==> config.mk <==
export PLATFORM = sky130hd
export DESIGN_NAME = i2c_shift_engine_flat
export DESIGN_NICKNAME = d
export VERILOG_FILES = /design/src/rtl/i2c_pkg.sv /design/src/rtl/i2c_shift_engine_if.sv /design/src/rtl/i2c_bit_counter.sv /design/src/rtl/i2c_shift_engine.sv /design/src/flat_wrapper.sv
export SDC_FILE = /design/constraint.sdc
export NUM_CORES = 1
export LEC_CHECK = 0
export BUFFER_PORTS_ARGS = -buffer_cell sky130_fd_sc_hd__buf_2
export CORE_UTILIZATION = 50
export CTS_BUF_LIST = sky130_fd_sc_hd__clkbuf_4
export DETAILED_ROUTE_END_ITERATION = 6
export GPL_ROUTABILITY_DRIVEN = 0
export PLACE_DENSITY = 0.83
export SLEW_MARGIN = 30
export SYNTH_ARGS = -nofsm -noshare
export SYNTH_HDL_FRONTEND = slang
export SYNTH_HIERARCHICAL = 1
export SYNTH_SLANG_ARGS = --single-unit
==> constraint.sdc <==
create_clock -name clk -period 2.2 [get_ports clk]
set_clock_uncertainty 0.2 [all_clocks]
set_input_delay 0.55 -clock clk [delete_from_list [all_inputs] [get_ports clk]]
set_output_delay 0.55 -clock clk [all_outputs]
set_load 0.1 [all_outputs]
==> src/rtl/i2c_pkg.sv <==
// Shared types and constants for the I2C datapath blocks.
package i2c_pkg;

    localparam int I2C_BYTE_W = 8;

    typedef enum logic {
        IDLE   = 1'b0,
        ACTIVE = 1'b1
    } shift_state_t;

endpackage

==> src/rtl/i2c_shift_engine_if.sv <==
// Bus between the byte/bit controllers (master) and the shift engine (slave).
interface i2c_shift_engine_if
    import i2c_pkg::*;
#(
    parameter int W = I2C_BYTE_W
);
    localparam int CNT_W = $clog2(W + 1);

    logic             clr;
    logic             load;
    logic [W-1:0]     data_load;
    logic             msb_first;
    logic             shift;
    logic             serial_i;
    logic             serial_o;
    logic [W-1:0]     data_o;
    logic [CNT_W-1:0] bit_cnt;
    logic             busy;
    logic             done;

    modport master (
        output clr, load, data_load, msb_first, shift, serial_i,
        input  serial_o, data_o, bit_cnt, busy, done
    );

    modport slave (
        input  clr, load, data_load, msb_first, shift, serial_i,
        output serial_o, data_o, bit_cnt, busy, done
    );

endinterface

==> src/rtl/i2c_bit_counter.sv <==
// Frame bit counter; wrap flags the terminal count W-1 so the next increment closes the frame.
module i2c_bit_counter
    import i2c_pkg::*;
#(
    parameter  int W     = I2C_BYTE_W,
    localparam int CNT_W = $clog2(W + 1)
) (
    input  logic             clk,
    input  logic             rst,
    input  logic             clr,
    input  logic             inc,
    output logic [CNT_W-1:0] cnt,
    output logic             wrap
);

    localparam logic [CNT_W-1:0] LAST = CNT_W'(W - 1);

    logic [CNT_W-1:0] r_cnt;

    always_ff @(posedge clk or posedge rst) begin
        if (rst) begin
            r_cnt <= '0;
        end else if (clr) begin
            r_cnt <= '0;
        end else if (inc) begin
            r_cnt <= (r_cnt == LAST) ? '0 : r_cnt + CNT_W'(1);
        end
    end

    assign cnt  = r_cnt;
    assign wrap = (r_cnt == LAST);

endmodule

==> src/rtl/i2c_shift_engine.sv <==
// Serial/parallel shift engine: loads a word, shifts it out while shifting in, self-terminates after W bits.
module i2c_shift_engine
    import i2c_pkg::*;
#(
    parameter int W = I2C_BYTE_W
) (
    input  logic               clk,
    input  logic               rst,
    i2c_shift_engine_if.slave  bus
);

    localparam int CNT_W = $clog2(W + 1);

    shift_state_t     r_state;
    logic [W-1:0]     r_data;
    logic             r_ord;
    logic             r_done;

    logic             w_shift_acc;
    logic             w_cnt_clr;
    logic             w_wrap;
    logic [CNT_W-1:0] w_cnt;

    // A load in the same cycle as shift wins; the shift is neither applied nor counted.
    assign w_shift_acc = (r_state == ACTIVE) && bus.shift && !bus.load && !bus.clr;
    assign w_cnt_clr   = bus.clr || bus.load;

    i2c_bit_counter #(
        .W (W)
    ) u_bit_counter (
        .clk  (clk),
        .rst  (rst),
        .clr  (w_cnt_clr),
        .inc  (w_shift_acc),
        .cnt  (w_cnt),
        .wrap (w_wrap)
    );

    always_ff @(posedge clk or posedge rst) begin
        if (rst) begin
            r_state <= IDLE;
            r_data  <= '0;
            r_ord   <= 1'b1;
            r_done  <= 1'b0;
        end else begin
            r_done <= 1'b0;
            if (bus.clr) begin
                r_state <= IDLE;
                r_data  <= '0;
                r_ord   <= 1'b1;
            end else if (bus.load) begin
                r_state <= ACTIVE;
                r_data  <= bus.data_load;
                r_ord   <= bus.msb_first;
            end else if (w_shift_acc) begin
                r_data <= r_ord ? {r_data[W-2:0], bus.serial_i}
                                : {bus.serial_i, r_data[W-1:1]};
                if (w_wrap) begin
                    r_state <= IDLE;
                    r_done  <= 1'b1;
                end
            end
        end
    end

    assign bus.serial_o = r_ord ? r_data[W-1] : r_data[0];
    assign bus.data_o   = r_data;
    assign bus.bit_cnt  = w_cnt;
    assign bus.busy     = (r_state == ACTIVE);
    assign bus.done     = r_done;

endmodule

==> src/flat_wrapper.sv <==
// flat-port wrapper written by rule: the top's interface ports become plain ports
module i2c_shift_engine_flat import i2c_pkg::*;
#(
    parameter int W = I2C_BYTE_W
)
  (clk, rst, bus_clr, bus_load, bus_data_load, bus_msb_first, bus_shift, bus_serial_i, bus_serial_o, bus_data_o, bus_bit_cnt, bus_busy, bus_done);
  i2c_shift_engine_if #(.W(W)) bus_i ();
  input  logic clk;
  input  logic rst;
  input wire logic [$bits(bus_i.clr)-1:0] bus_clr;
  input wire logic [$bits(bus_i.load)-1:0] bus_load;
  input wire logic [$bits(bus_i.data_load)-1:0] bus_data_load;
  input wire logic [$bits(bus_i.msb_first)-1:0] bus_msb_first;
  input wire logic [$bits(bus_i.shift)-1:0] bus_shift;
  input wire logic [$bits(bus_i.serial_i)-1:0] bus_serial_i;
  output wire logic [$bits(bus_i.serial_o)-1:0] bus_serial_o;
  output wire logic [$bits(bus_i.data_o)-1:0] bus_data_o;
  output wire logic [$bits(bus_i.bit_cnt)-1:0] bus_bit_cnt;
  output wire logic [$bits(bus_i.busy)-1:0] bus_busy;
  output wire logic [$bits(bus_i.done)-1:0] bus_done;
  assign bus_i.clr = bus_clr;
  assign bus_i.load = bus_load;
  assign bus_i.data_load = bus_data_load;
  assign bus_i.msb_first = bus_msb_first;
  assign bus_i.shift = bus_shift;
  assign bus_i.serial_i = bus_serial_i;
  assign bus_serial_o = bus_i.serial_o;
  assign bus_data_o = bus_i.data_o;
  assign bus_bit_cnt = bus_i.bit_cnt;
  assign bus_busy = bus_i.busy;
  assign bus_done = bus_i.done;
  i2c_shift_engine #(.W(W)) u_core (.clk(clk), .rst(rst), .bus(bus_i));
endmodule
* Word level (Yosys, flattened, before mapping) *
Cells that the tools add are included.

operators by class
  eq/ne operators = 1
  $add $sub $neg = 1
  muxes and demuxes = 18
  reductions and logical operators = 11

operators with widths
  kind                   number
  $mux W8                4
  $mux W4                3
  $mux W1                11
  $reduce_bool A3 Y1     2
  $add A4 B1 Y4 const B  1
  $eq A4 B3 Y1 const B   1
  $reduce_bool A2 Y1     2
  $logic_and A1 B1 Y1    3
  $logic_not A1 Y1       2
  $reduce_and A2 Y1      1
  $logic_or A1 B1 Y1     1

word-level totals
  input bits = 15
  output and inout port bits = 15
  logic and storage cells = 36
  register bits after elaboration = 15

* Depth between registers and ports, before layout *
Gate-level depths: netlist (run 1).

  word-level depth = 6
  gate-level depth with buffers = 6
  gate-level depth less buffers = 5

* Hierarchy *
The synthesis (run 1) kept the hierarchy.

by module, submodules not included
  module            seq. area each (um^2)  cells an instance  times used  area each (um^2)
  i2c_shift_engine  276.5                  60                 1           620.6
  i2c_bit_counter   100.1                  19                 1           211.5

* Worst setup path before layout (run 1) *
No wires, ideal clock.

  path kind = reg2reg
  start point = register u_core.r_state (netlist: u_core/bus.busy)
  end point = register u_core.u_bit_counter.r_cnt[0] (netlist: u_core/u_bit_counter/cnt[0])
  library setup time = 0.082 ns
  setup slack = -0.324 ns
  clock period less this slack = 2.524 ns
  path buffers = 1
  stages on the path, launching flop included = 7
  data required time = 1.918 ns
  arrival = 2.241 ns
  cells stage by stage = dfrtp_1 > nand2_1 > or2_1 > buf_6 > inv_2 > or3b_1 > o22ai_1

on the way
  longest elaborated chain between the ends = 4

ends and longest elaborated chain
  element                            line                    text
  from (decl)                        i2c_shift_engine.sv:14  shift_state_t r_state;
  from (signal assigned)             i2c_shift_engine.sv:41  r_state <= IDLE;
  from (signal assigned)             i2c_shift_engine.sv:48  r_state <= IDLE;
  from (signal assigned)             i2c_shift_engine.sv:52  r_state <= ACTIVE;
  $logic_and A1 B1 Y1 (3 in series)  i2c_shift_engine.sv:25  assign w_shift_acc = (r_state == ACTIVE) && bus.shift && !bus.load && !bus.clr;
  via u_core.w_shift_acc             i2c_shift_engine.sv:19  logic w_shift_acc;
  $reduce_bool A2 Y1 (no line)       -
  to (signal assigned)               i2c_bit_counter.sv:26   r_cnt <= (r_cnt == LAST) ? '0 : r_cnt + CNT_W'(1);
  to (decl)                          i2c_bit_counter.sv:18   logic [CNT_W-1:0] r_cnt;

The timed path passes the listed nets, and every way through them passes these cells.
A chain may end at the register's enable or synchronous reset.

* Worst setup path after layout (run 1) *
  start point = register u_core.r_ord
  end point = output bus_serial_o

on the way
  longest elaborated chain between the ends = 1

ends and longest elaborated chain
  element                 line                    text
  from (decl)             i2c_shift_engine.sv:16  logic r_ord;
  from (signal assigned)  i2c_shift_engine.sv:54  r_ord <= bus.msb_first;
  $mux W1                 i2c_shift_engine.sv:66  assign bus.serial_o = r_ord ? r_data[W-1] : r_data[0];
  to (decl)               flat_wrapper.sv:16      output wire logic [$bits(bus_i.serial_o)-1:0] bus_serial_o;

Every way passes these cells.

==> Implementation_results.wiki, run 1 <==
{| class="wikitable"
! Metric !! Value
|-
| Overall track demand over capacity in global routing || 23.4%
|-
| Total congestion overflow after global routing || 0
|-
| Port Buffers || 29
|-
| Vias || 750
|-
| CTS Buffer Depth || 2
|-
| Switching power as a share of total power || 35.2%
|-
| Post-Route Hold Slack || 0.273 ns
|-
| Cell row count || 14
|-
| Power per unit of standard cell area || about 620 nW/um^2
|-
| Number of global-route vias before repair || roughly 670
|-
| Number of synthesized register bits || 15
|-
| Width of the die || 42.8 um
|-
| Worst-margin pin slew || 0.497 ns
|-
| Layout cells sized above 1 || 41.2%
|-
| Syn-to-layout area delta || 26.6%
|-
| Leading cell types in the layout, fill and taps excluded || sky130_fd_sc_hd__buf_2 (28), sky130_fd_sc_hd__dfrtp_1 (11), sky130_fd_sc_hd__nor2b_1 (10)
|-
| Hold crit path type || in2reg
|-
| Worst setup SP type || register
|-
| Root buf cell || sky130_fd_sc_hd__clkbuf_4
|-
| Clock tree from TritonCTS || yes
|-
| Initial antenna violation count || 0
|-
| Placed instance count || approximately 130
|-
| Maximum capacitance violations || 0
|-
| Gate Count Post-Synth || 79
|-
| Fraction of the yosys area taken by sequential cells || between 40% and 50%
|-
| Violation count after the first detailed-route iteration || 19
|-
| Layout net count || 131
|-
| Final-report hold violation count || 0
|-
| Power share of the combinational group || 28.0%
|-
| Period utilization || 96.9%
|-
| Count of TritonRoute iterations in the first routing pass || 4
|-
| Count of final max-slew check failures || 0
|-
| Arrival time of data at the critical path endpoint || 1.38 ns
|-
| Leak Pwr || 0.000560 uW
|-
| Area inside the core boundary || 1520 um^2
|-
| Average footprint of a synthesized cell || around 11 um^2
|-
| Worst setup path class || reg2out
|-
| Drt drc || 0
|-
| Count of cell types in the netlist || 27
|-
| Starting density of the core || 54.6%
|-
| Status || completed
|-
| Routed length per placed instance || 14.7 um
|-
| Die boundary height || approximately 43 um
|-
| Final cell area excluding filler cells || 1050 um^2
|-
| Maximum achievable frequency || 469 MHz
|-
| CTS sink count || 15
|-
| Total Die Area || 1830 um^2
|-
| Instance area after placement || 1010 um^2
|-
| Power share of the sequential group || 45.9%
|-
| Internal Power || 422 uW
|-
| Clk Latency, worst-skew pair || around 0.28 ns
|-
| Largest net degree at the start of global routing || 20
|-
| Pre-CTS WS || 0.167 ns
|-
| Maximum fanout along the worst path || 2
|-
| Filler Cell Count || 121
|-
| Required time of the critical path || between 1 and 1.5 ns
|-
| Post-synthesis net count || 95
|-
| Proportion of power drawn by the clock network || 26.1%
|-
| Synth warn || 6
|-
| Per-cell via count in the routed design || 5.77
|-
| Post-detailed-placement half-perimeter wirelength || ~1400 um
|-
| Unrepaired setup endpoints after global routing || false
|-
| Final setup vio count || 0
|-
| Diode count || 0
|-
| Number of H-tree levels || 1
|-
| Net switching component of the power || 229 uW
|-
| Post-route setup TNS || 0 ns
|-
| Most common library cell in the layout ignoring fill and taps || sky130_fd_sc_hd__buf_2
|-
| Setup ws final || 0.0678 ns
|-
| Shortest clock period the worst path allows after layout || 2.13 ns
|-
| Wire length of the first global-routing pass || 3130 um
|-
| Summed instance area of the synthesized netlist || 832 um^2
|-
| Count of non-filler cells in the finished layout || 130
|-
| Post-CTS setup repair buffer count || 0
|-
| Kind of capture point of the worst setup path || output pin
|-
| Clock slew at the register clock pins of the worst setup and hold paths || approximately 0.090 ns
|-
| Top-level port count || 30
|-
| Wirelength, routed || 1910 um
|-
| Final ANT Viol Nets || 0
|-
| Maximum vdd ir drop || a little under 0.4 mV
|-
| Headroom to the max-slew limit || 67.1%
|-
| CTS Buf Count || 3
|}
power by group through the flow:
| stage | Clock (uW) | Sequential [uW] | Combinational [uW] |
|---|---|---|---|
| 2_1_floorplan | 0 | 375 | 66.8 |
| 6_report | 170 | 299 | 182 |
| 4_1_cts | 178 | 299 | 181 |
| 3_3_place_gp | 0 | 303 | 177 |
| 3_5_place_dp | 0 | 304 | 179 |
| 5_1_grt | 186 | 300 | 193 |
layer usage:
| layer | track usage, % | vias to the layer above | part of all wire, % |
|---|---|---|---|
| met5 | 0 | - | 0 |
| met4 | 11.9 | 0 | 0.47 |
| met3 | 3.40 | 2 | 5.9 |
| met2 | 34.2 | 32 | 48 |
| met1 | 33.3 | 354 | 46 |
| li1 | - | 362 | - |
path summary, 6_finish.rpt:
check,startpoint,to,slack [ns],depth (start not counted)
max,u_core/r_ord,bus_serial_o,0.07,2
min,bus_msb_first,u_core/r_ord,0.27,2
max reg2reg,u_core/bus.busy,u_core/u_bit_counter/cnt[0],0.60,5
min reg2reg,u_core/bus.busy,u_core/bus.busy,0.34,2
max in group asynchronous,rst,u_core/bus.busy,0.84,3
min in group asynchronous,rst,u_core/u_bit_counter/cnt[2],0.49,3
Yosys cell counts:
master	number	area share [%]
sky130_fd_sc_hd__dfstp_2	1	3.2
sky130_fd_sc_hd__a22oi_1	8	7.2
sky130_fd_sc_hd__nor2_1	2	0.90
sky130_fd_sc_hd__inv_2	1	0.45
sky130_fd_sc_hd__nor2b_1	10	7.5
sky130_fd_sc_hd__mux2_2	1	1.4
sky130_fd_sc_hd__dlygate4sd1_1	1	1.1
sky130_fd_sc_hd__o22ai_1	9	6.8
sky130_fd_sc_hd__ha_1	1	1.5
sky130_fd_sc_hd__a21oi_1	2	1.2
sky130_fd_sc_hd__mux2_1	1	1.4
sky130_fd_sc_hd__inv_1	2	0.90
sky130_fd_sc_hd__or3b_1	1	1.1
sky130_fd_sc_hd__mux2i_1	9	11
sky130_fd_sc_hd__nand4_1	1	0.75
sky130_fd_sc_hd__a21bo_2	1	1.2
sky130_fd_sc_hd__and2_1	1	0.75
sky130_fd_sc_hd__a211o_1	1	1.1
sky130_fd_sc_hd__nand3b_1	1	0.90
sky130_fd_sc_hd__nand2_1	2	0.90
sky130_fd_sc_hd__buf_2	3	1.8
sky130_fd_sc_hd__nor3_1	1	0.60
sky130_fd_sc_hd__or2_1	2	1.5
sky130_fd_sc_hd__buf_6	1	1.4
sky130_fd_sc_hd__nand2b_1	1	0.75
sky130_fd_sc_hd__dfrtp_1	14	42
sky130_fd_sc_hd__and3b_1	1	1.1
per-stage QoR:
stage	power, uW	util (%)
after global routing	679	69.1
final	651	69.1
after detailed placement	483	66.3
after global placement	480	66.3
after CTS	658	69.0
after floorplan	442	-
cells by family after synthesis:
logic type	count (synthesis)	share of synthesized area [%]
adder cells (fa/ha/maj)	1	1.50
AO/OA/AOI/OAI	21	17.4
AND/OR/NAND/NOR	23	16.7
multiplexers	11	13.5
buffers and inverters	8	5.56
flip-flops	15	45.3
sequential cells by signal (all words and copies together), names as in the netlist:
register	count
u_core/bus.data_o	8
u_core/u_bit_counter/cnt	4
u_core/bus.busy	1
u_core/bus.done	1
u_core/r_ord	1
timing repair:
| action | 4_1_cts | 5_1_grt |
|---|---|---|
| endpoints found under the hold margin | 4 | 0 |
| hold buffers | 1 | 0 |
| endpoints found under the setup margin | 0 | 1 |
| resized for setup | 0 | 2 |
layout make-up:
type	instances	area, um^2	area share, %
Multi-Input combinational cell	56	409	38.8
Sequential cell	15	380	36.1
Timing Repair Buffer	36	203	19.2
Clock buffer	4	30.0	2.85
Tap cell	16	20.0	1.90
Inverter	3	11.3	1.07
critical path, cell delays in order (launching register included):
cell	delay, ns
sky130_fd_sc_hd__dfstp_2	0.54
sky130_fd_sc_hd__mux2_2	0.32
sky130_fd_sc_hd__buf_4	0.23
(Power assumes the default switching activity.)
==> run 2, diff against run 1 <==
--- a/config.mk
+++ b/config.mk
@@ -5,9 +5,12 @@
 export SDC_FILE = /design/constraint.sdc
 export NUM_CORES = 1
 export LEC_CHECK = 0
+export ABC_AREA = 1
 export BUFFER_PORTS_ARGS = -buffer_cell sky130_fd_sc_hd__buf_2
-export CORE_UTILIZATION = 50
+export CORE_ASPECT_RATIO = 0.75
+export CORE_UTILIZATION = 51
 export CTS_BUF_LIST = sky130_fd_sc_hd__clkbuf_4
+export CTS_CLUSTER_DIAMETER = 60
 export DETAILED_ROUTE_END_ITERATION = 6
 export GPL_ROUTABILITY_DRIVEN = 0
 export PLACE_DENSITY = 0.83
==> run 2 against run 1 <==
- synthesized cell count is 73% higher
- critical path type unchanged
- sequential share of layout area is 2.6 points lower
- count of clock-buffer cells in the layout is 1 lower
- clock power is 2% lower
- sequential cell count stayed put
- critical endpoint unchanged
- combinational power is 36% higher
- design area is 7.0% higher
- worst setup slack better by 0.0010 ns
==> Implementation_results.wiki, run 2 <==
{| class="wikitable"
! Metric !! Value
|-
| Drt drc || 0 (unchanged)
|-
| CTS Buffer Depth || 2 (unchanged)
|-
| Layout net count || 186 (+42%)
|-
| Violation count after the first detailed-route iteration || 26 (+7)
|-
| Hold crit path type || reg2reg
|-
| Vias || 905 (+21%)
|-
| Post-CTS setup repair buffer count || 0 (unchanged)
|-
| Port Buffers || 29 (unchanged)
|-
| Number of enable flip-flop cells after synthesis || 0 (unchanged)
|-
| Total Die Area || 1970 um^2 (+7.6%)
|-
| Count of cell types in the netlist || 20 (-26%)
|-
| Internal Power || 413 uW (-2.2%)
|-
| Unrepaired setup endpoints after global routing || false
|-
| Worst setup path class || reg2out
|-
| Largest net degree at the start of global routing || 14 (-30%)
|-
| Area inside the core boundary || 1580 um^2 (+3.4%)
|-
| Worst-margin pin slew || 0.485 ns (-0.0115 ns)
|-
| Commonest cells in the netlist || sky130_fd_sc_hd__nand2_1 (71), sky130_fd_sc_hd__inv_1 (20), sky130_fd_sc_hd__dfrtp_1 (14)
|-
| Synth warn || 6 (unchanged)
|-
| Number of synthesized register bits || 15 (unchanged)
|-
| Count of non-filler cells in the finished layout || 190 (+46%)
|-
| Post-route setup TNS || 0 ns (unchanged)
|-
| Max reg flops || 8 (unchanged)
|-
| Per-cell via count in the routed design || 4.76 (-17%)
|-
| Most common flop cell mapped by yosys || sky130_fd_sc_hd__dfrtp_1
|-
| Die boundary height || 38.7 um (-9.6%)
|-
| Maximum vdd ir drop || 0.393 mV (+0.48%)
|-
| Required time of the critical path || 1.45 ns (about the same)
|-
| Root buf cell || sky130_fd_sc_hd__clkbuf_4
|-
| Count of final max-slew check failures || 0 (unchanged)
|-
| Maximum fanout along the worst path || 11 (+9)
|-
| Shortest clock period the worst path allows after layout || 2.13 ns (-0.00101 ns)
|-
| Summed instance area of the synthesized netlist || 916 um^2 (+10%)
|-
| Post-synthesis cell type with the largest combined area || sky130_fd_sc_hd__dfrtp_1
|-
| Maximum single-stage delay on the critical path || 0.67 ns (+0.13 ns)
|-
| Fraction of the yosys area taken by sequential cells || 41.1% (-4.1 points)
|-
| Power share of the sequential group || 42.8% (-3.1 points)
|-
| Library cell with the highest instance count after synthesis || sky130_fd_sc_hd__nand2_1
|-
| Net switching component of the power || 309 uW (+35%)
|-
| Power per unit of standard cell area || 640 nW/um^2 (+3.5%)
|-
| Filler Cell Count || 147 (+21%)
|-
| Gate Count Post-Synth || 137 (+73%)
|-
| Leading cell types in the layout, fill and taps excluded || sky130_fd_sc_hd__nand2_1 (71), sky130_fd_sc_hd__buf_2 (28), sky130_fd_sc_hd__inv_1 (20)
|-
| Final setup vio count || 0 (unchanged)
|-
| Routed length per placed instance || 10.8 um (-26%)
|-
| Placed instance count || 185 (+48%)
|-
| Diode count || 0 (unchanged)
|-
| Final cell area excluding filler cells || 1130 um^2 (+7.0%)
|-
| Total congestion overflow after global routing || 0 (unchanged)
|-
| Post-Route Hold Slack || 0.312 ns (+0.0381 ns)
|-
| Starting density of the core || 58.1% (+3.5 points)
|-
| Syn-to-layout area delta || 23.1%
|-
| Register-to-Register Setup Slack || 0.64 ns (+0.04 ns)
|-
| Power share of the combinational group || 34.2% (+6.2 points)
|-
| Worst setup SP type || register
|-
| Leak Pwr || 0.000702 uW (+25%)
|-
| Number of global-route vias before repair || 724 (+7.9%)
|-
| Width of the die || 50.9 um (+19%)
|-
| Wire length of the first global-routing pass || 3310 um (+6.0%)
|-
| Maximum achievable frequency || 469 MHz (about the same)
|-
| Final-report hold violation count || 0 (unchanged)
|-
| Proportion of power drawn by the clock network || 23.0% (-3.1 points)
|-
| Count of TritonRoute iterations in the first routing pass || 4 (unchanged)
|-
| Status || completed
|-
| Top-level port count || 30 (unchanged)
|-
| Main area contributors after synthesis || sky130_fd_sc_hd__dfrtp_1 (38%), sky130_fd_sc_hd__nand2_1 (29%), sky130_fd_sc_hd__inv_1 (8.2%), sky130_fd_sc_hd__nand3_1 (6.0%), sky130_fd_sc_hd__dfstp_2 (2.9%)
|-
| Final ANT Viol Nets || 0 (unchanged)
|-
| Maximum capacitance violations || 0 (unchanged)
|-
| CTS sink count || 15 (unchanged)
|-
| Initial antenna violation count || 0 (unchanged)
|-
| Number of H-tree levels || 1 (unchanged)
|-
| CTS resizes || 0 (unchanged)
|-
| Kind of capture point of the worst setup path || output pin
|-
| Clk Latency, worst-skew pair || 0.30 ns (+0.02 ns)
|-
| Crit path cell chain || nand2_1 -> o21ai_4 -> buf_12
|-
| Headroom to the max-slew limit || 67.9% (+0.76 points)
|-
| Average footprint of a synthesized cell || 6.69 um^2 (-37%)
|-
| Post-detailed-placement half-perimeter wirelength || 1550 um (+11%)
|-
| Cell row count || 12 (-2)
|-
| Instance area after placement || 1090 um^2 (+7.8%)
|-
| CTS Buf Count || 3 (unchanged)
|-
| Post-CTS Hold Buffers || 1 (unchanged)
|-
| Clock slew at the register clock pins of the worst setup and hold paths || 0.10 ns (about the same)
|-
| Period utilization || 96.9% (about the same)
|-
| Standard cell with the maximum stage delay on the critical path || sky130_fd_sc_hd__dfstp_2
|-
| Fraction of registers with async set/reset || 100% (unchanged)
|-
| Most common library cell in the layout ignoring fill and taps || sky130_fd_sc_hd__nand2_1
|-
| Overall track demand over capacity in global routing || 24.7% (+1.3 points)
|-
| Clock tree from TritonCTS || yes
|-
| Layout cells sized above 1 || 24.9% (-16 points)
|-
| Switching power as a share of total power || 42.8% (+7.6 points)
|-
| Portion of synthesized cell area occupied by the leading cell type || 38.3% (-3.9 points)
|-
| Arrival time of data at the critical path endpoint || 1.38 ns (about the same)
|-
| Wirelength, routed || 2050 um (+7.4%)
|-
| Post-synthesis net count || 153 (+61%)
|}
## run 2: cell types whose count changed after synthesis, moves of 9 or more
cell,change
sky130_fd_sc_hd__nand2_1,+69
sky130_fd_sc_hd__o22ai_1,-9
sky130_fd_sc_hd__nand3_1,+11
sky130_fd_sc_hd__mux2i_1,-9
sky130_fd_sc_hd__inv_1,+18
sky130_fd_sc_hd__nor2b_1,-10
## run 2: path summary, 6_finish.rpt
check | endpoint | from | cells after the start
worst max-delay path | bus_serial_o | u_core/r_ord | 3
worst min-delay path | u_core/bus.data_o[2] | u_core/bus.data_o[2] | 2
worst max register to register | u_core/bus.data_o[1] | u_core/r_ord | 6
worst min register to register | u_core/bus.data_o[2] | u_core/bus.data_o[2] | 2
max in group asynchronous | u_core/r_ord | rst | 3
min in group asynchronous | u_core/u_bit_counter/cnt[3] | rst | 3
## run 2: power groups by stage
stage	logic, uW	clock network, uW	registers, uW
after floorplan	87.9	0	420
after detailed placement	246	0	314
after CTS	248	170	309
after global placement	243	0	313
after global routing	263	179	311
final	247	166	309
## run 2: routing by layer
layer / track usage (%) / vias up / wire length [um]
met5: 0 / - / 0
met4: 10.4 / 0 / 19
met3: 8.24 / 4 / 103
met2: 37.5 / 27 / 886
met1: 32.3 / 399 / 1040
li1: - / 475 / -
## run 2: worst max-delay path, delay by kind of cell (launching register included)
family / cells / cell delay, ns
AND/OR/NAND/NOR: 1 / 0.14
AO/OA/AOI/OAI: 1 / 0.09
flip-flops: 1 / 0.67
buffers and inverters: 1 / 0.19
## run 2: cells by family (layout without fill, tap and decap cells)
group | count (synthesis) | in the layout | synth area share (%)
buf+inv | 24 | 56 | 11.7
simple gates | 93 | 93 | 43.3
compound gates | 4 | 4 | 2.46
fa+ha+maj | 1 | 1 | 1.37
flops | 15 | 15 | 41.1
## run 2: area by class of cell
type | instances | area (um^2) | area share (%)
clock inverter | 1 | 5.00 | 0.444
timing repair buffer | 30 | 170 | 15.1
inverter | 22 | 82.6 | 7.33
multi-input combinational | 98 | 443 | 39.3
clock buffer | 3 | 22.5 | 2.00
sequential | 15 | 378 | 33.5
tap | 21 | 26.3 | 2.33
## run 2: through the flow
step / setup slack (ns) / utilization [%] / power (uW)
2_1_floorplan: 0.00333 / - / 508
3_3_place_gp: 0.418 / 69.1 / 556
3_5_place_dp: 0.362 / 69.1 / 560
4_1_cts: 0.0694 / 71.5 / 727
5_1_grt: 0.0243 / 71.5 / 754
6_report: 0.0688 / 71.5 / 721
==> run 3, diff against run 2 <==
--- a/config.mk
+++ b/config.mk
@@ -8,12 +8,12 @@
 export ABC_AREA = 1
 export BUFFER_PORTS_ARGS = -buffer_cell sky130_fd_sc_hd__buf_2
 export CORE_ASPECT_RATIO = 0.75
-export CORE_UTILIZATION = 51
+export CORE_UTILIZATION = 46
 export CTS_BUF_LIST = sky130_fd_sc_hd__clkbuf_4
 export CTS_CLUSTER_DIAMETER = 60
 export DETAILED_ROUTE_END_ITERATION = 6
 export GPL_ROUTABILITY_DRIVEN = 0
-export PLACE_DENSITY = 0.83
+export PLACE_DENSITY = 0.8
 export SLEW_MARGIN = 30
 export SYNTH_ARGS = -nofsm -noshare
 export SYNTH_HDL_FRONTEND = slang
==> constraint.sdc (replaced) <==
create_clock -name clk -period 1.8 [get_ports clk]
set_clock_uncertainty 0.2 [all_clocks]
set_input_delay 0.45 -clock clk [delete_from_list [all_inputs] [get_ports clk]]
set_output_delay 0.45 -clock clk [all_outputs]
set_load 0.1 [all_outputs]
==> run 3 against run 2 <==
- the flow now finishes with violations (negative setup slack)
- sequential power is 21% higher
- die area is 10% higher
- sequential share of layout area is 1.7 points lower
- largest cell class unchanged
- design area is 6.9% higher
- global-route usage is 2.3 points lower
- worst setup slack worse by 0.11 ns
- first-iteration DRC count is 31% lower
- hold slack worse by 0.094 ns
- sequential cell count stayed put
- core utilization is 4.8 points lower
- via count is 2.9% higher
- non-clock buffer count is 3 higher
==> Implementation_results.wiki, run 3 (synthesis gave the netlist of run 2 again) <==
{| class="wikitable"
! Metric !! Value
|-
| Startpoint of the most critical hold path || bus_msb_first
|-
| Root buf cell || sky130_fd_sc_hd__clkbuf_4
|-
| Hold crit path type || in2reg
|-
| Status || finished with violations
|-
| Placed instance count || 188 (+1.6%)
|-
| Maximum vdd ir drop || 0.556 mV (+41%)
|-
| Final cell area excluding filler cells || 1200 um^2 (+6.9%)
|-
| Count of non-filler cells in the finished layout || 194 (+2.1%)
|-
| CTS sink count || 15 (unchanged)
|-
| Worst-margin pin slew || 0.486 ns (+0.000244 ns)
|-
| Clock tree from TritonCTS || yes
|-
| Die boundary height || 40.6 um (+5.0%)
|-
| Required time of the critical path || 1.15 ns (-0.30 ns)
|-
| Wire length of the first global-routing pass || 3220 um (-2.7%)
|-
| Top-level port count || 30 (unchanged)
|-
| CTS Buffer Depth || 2 (unchanged)
|-
| Unrepaired setup endpoints after global routing || true
|-
| Post-route setup TNS || -0.0388 ns (-0.0388 ns)
|-
| Hold Crit Depth || 3 (+1)
|-
| Crit-path leading delay family || flip-flops
|-
| Number of global-route vias before repair || 716 (-1.1%)
|-
| Count of final max-slew check failures || 0 (unchanged)
|-
| Maximum capacitance violations || 0 (unchanged)
|-
| Period utilization || 102%
|-
| Register-to-Register Setup Slack || 0.23 ns (-0.41 ns)
|-
| Power per unit of standard cell area || 746 nW/um^2 (+17%)
|-
| Per-cell via count in the routed design || 4.80 (+0.75%)
|-
| Total Die Area || 2180 um^2 (+10%)
|-
| Length in cells of the worst reg-to-reg path || 7 (+1)
|-
| Final setup vio count || 1 (+1)
|-
| Wirelength, routed || 2160 um (+5.5%)
|-
| Worst setup path class || reg2out
|-
| Clock slew at the register clock pins of the worst setup and hold paths || 0.08 ns (-0.02 ns)
|-
| Count of TritonRoute iterations in the first routing pass || 4 (unchanged)
|-
| Leak Pwr || 0.000715 uW (+1.9%)
|-
| Crit path cell chain || nand2_2 -> o21ai_4 -> buf_12
|-
| Total congestion overflow after global routing || 0 (unchanged)
|-
| Most common library cell in the layout ignoring fill and taps || sky130_fd_sc_hd__nand2_1
|-
| Diode count || 0 (unchanged)
|-
| Failing checks || negative setup slack
|-
| Largest net degree at the start of global routing || 12 (-2)
|-
| Final ANT Viol Nets || 0 (unchanged)
|-
| Number of H-tree levels || 1 (unchanged)
|-
| Violation count after the first detailed-route iteration || 18 (-31%)
|-
| Port Buffers || 29 (unchanged)
|-
| Standard cell with the maximum stage delay on the critical path || sky130_fd_sc_hd__dfstp_2
|-
| CTS Buf Count || 3 (unchanged)
|-
| Width of the die || 53.5 um (+5.1%)
|-
| Vias || 931 (+2.9%)
|-
| Maximum achievable frequency || 544 MHz
|-
| Final-report hold violation count || 0 (unchanged)
|-
| Overall track demand over capacity in global routing || 22.4% (-2.3 points)
|-
| Hold endpoint || u_core/r_ord
|-
| Drt drc || 0 (unchanged)
|-
| Leading cell types in the layout, fill and taps excluded || sky130_fd_sc_hd__nand2_1 (70), sky130_fd_sc_hd__buf_2 (22), sky130_fd_sc_hd__inv_1 (20)
|-
| Layout cells sized above 1 || 29.1% (+4.2 points)
|-
| Routed length per placed instance || 11.1 um (+3.3%)
|-
| Starting density of the core || 50.7% (-7.4 points)
|-
| Area inside the core boundary || 1810 um^2 (+15%)
|-
| Setup ws final || -0.0388 ns (-0.108 ns)
|-
| Post-detailed-placement half-perimeter wirelength || 1680 um (+8.3%)
|-
| Arrival time of data at the critical path endpoint || 1.19 ns (-0.19 ns)
|-
| Layout net count || 189 (+1.6%)
|-
| Maximum single-stage delay on the critical path || 0.57 ns (-0.10 ns)
|-
| Bufs and invs on worst path || 1 (unchanged)
|-
| Kind of capture point of the worst setup path || output pin
|-
| Worst R2R End || u_core/bus.data_o[5]
|-
| Headroom to the max-slew limit || 67.8% (about the same)
|-
| Worst setup SP type || register
|-
| Maximum fanout along the worst path || 3 (-8)
|-
| Cell row count || 13 (+1)
|-
| Max reg flops || 8 (unchanged)
|-
| Clk Latency, worst-skew pair || 0.29 ns (about the same)
|-
| Syn-to-layout area delta || 31.6%
|-
| Initial antenna violation count || 0 (unchanged)
|-
| Instance area after placement || 1140 um^2 (+4.7%)
|-
| Source of the worst register-to-register timing path || u_core/r_ord
|-
| Shortest clock period the worst path allows after layout || roughly 1.8 ns
|}
[run 3: cell types whose count changed in the layout (fill, tap and decap cells not counted), sizes merged]
| cell | change |
|---|---|
| buf | -1 |
| clkbuf | +5 |
| clkinv | -1 |
[run 3: worst max-delay path by stage]
stage	slack (ns)	end	depth (start not counted)	start
floorplan	-0.25	bus_serial_o	2	u_core/bus.data_o[0]
global placement	0.26	bus_serial_o	3	u_core/r_ord
detailed placement	0.16	u_core/u_bit_counter/cnt[0]	8	bus_clr
CTS	-0.04	bus_serial_o	3	u_core/r_ord
global route	-0.07	bus_serial_o	3	u_core/r_ord
finish	-0.04	bus_serial_o	3	u_core/r_ord
[run 3: report_power, final]
group / internal [uW] / total [uW] / switching [uW] / leakage [uW]
clock: 101 / 207 / 106 / 0.0000184
sequential: 359 / 375 / 16.5 / 0.000191
combinational: 71.5 / 317 / 246 / 0.000506
[run 3: metal layers]
layer	global-route usage, %	part of all wire [%]	up-vias
li1	-	-	480
met5	0	0	-
met1	28.3	44	407
met2	36.9	46	40
met4	5.92	1.5	0
met3	7.78	8.2	4
[run 3: stage by stage]
step	setup WS (ns)	hold slack, ns	utilization [%]	power [uW]
floorplan	-0.251	0.0159	-	622
global placement	0.259	0.152	63.2	685
detailed placement	0.161	0.158	63.2	692
CTS	-0.0398	0.203	66.2	907
global route	-0.0742	0.245	66.7	944
finish	-0.0388	0.217	66.7	899
[run 3: timing repair]
| item | CTS | global route |
|---|---|---|
| hold buffers | 1 | 0 |
| pin swaps | 0 | 0 |
| gates resized for setup | 2 | 4 |
| buffers inserted | 1 | 0 |
| setup endpoints to repair | 1 | 5 |
| endpoints found under the hold margin | 14 | 0 |
[run 3: worst reg2reg max path: cells and delay by family, from the launching register on]
family / cells / cell delay, ns
simple gates: 5 / 0.37
flops: 1 / 0.57
buf+inv: 2 / 0.38
[run 3: cell type report]
cell class / count / area, um^2
inverters: 22 / 82.6
well taps: 22 / 27.5
fillers: 166 / 601
repair buffers: 33 / 236
flip-flops and latches: 15 / 383
clock buffers: 4 / 30.0
multi-input cells: 98 / 445
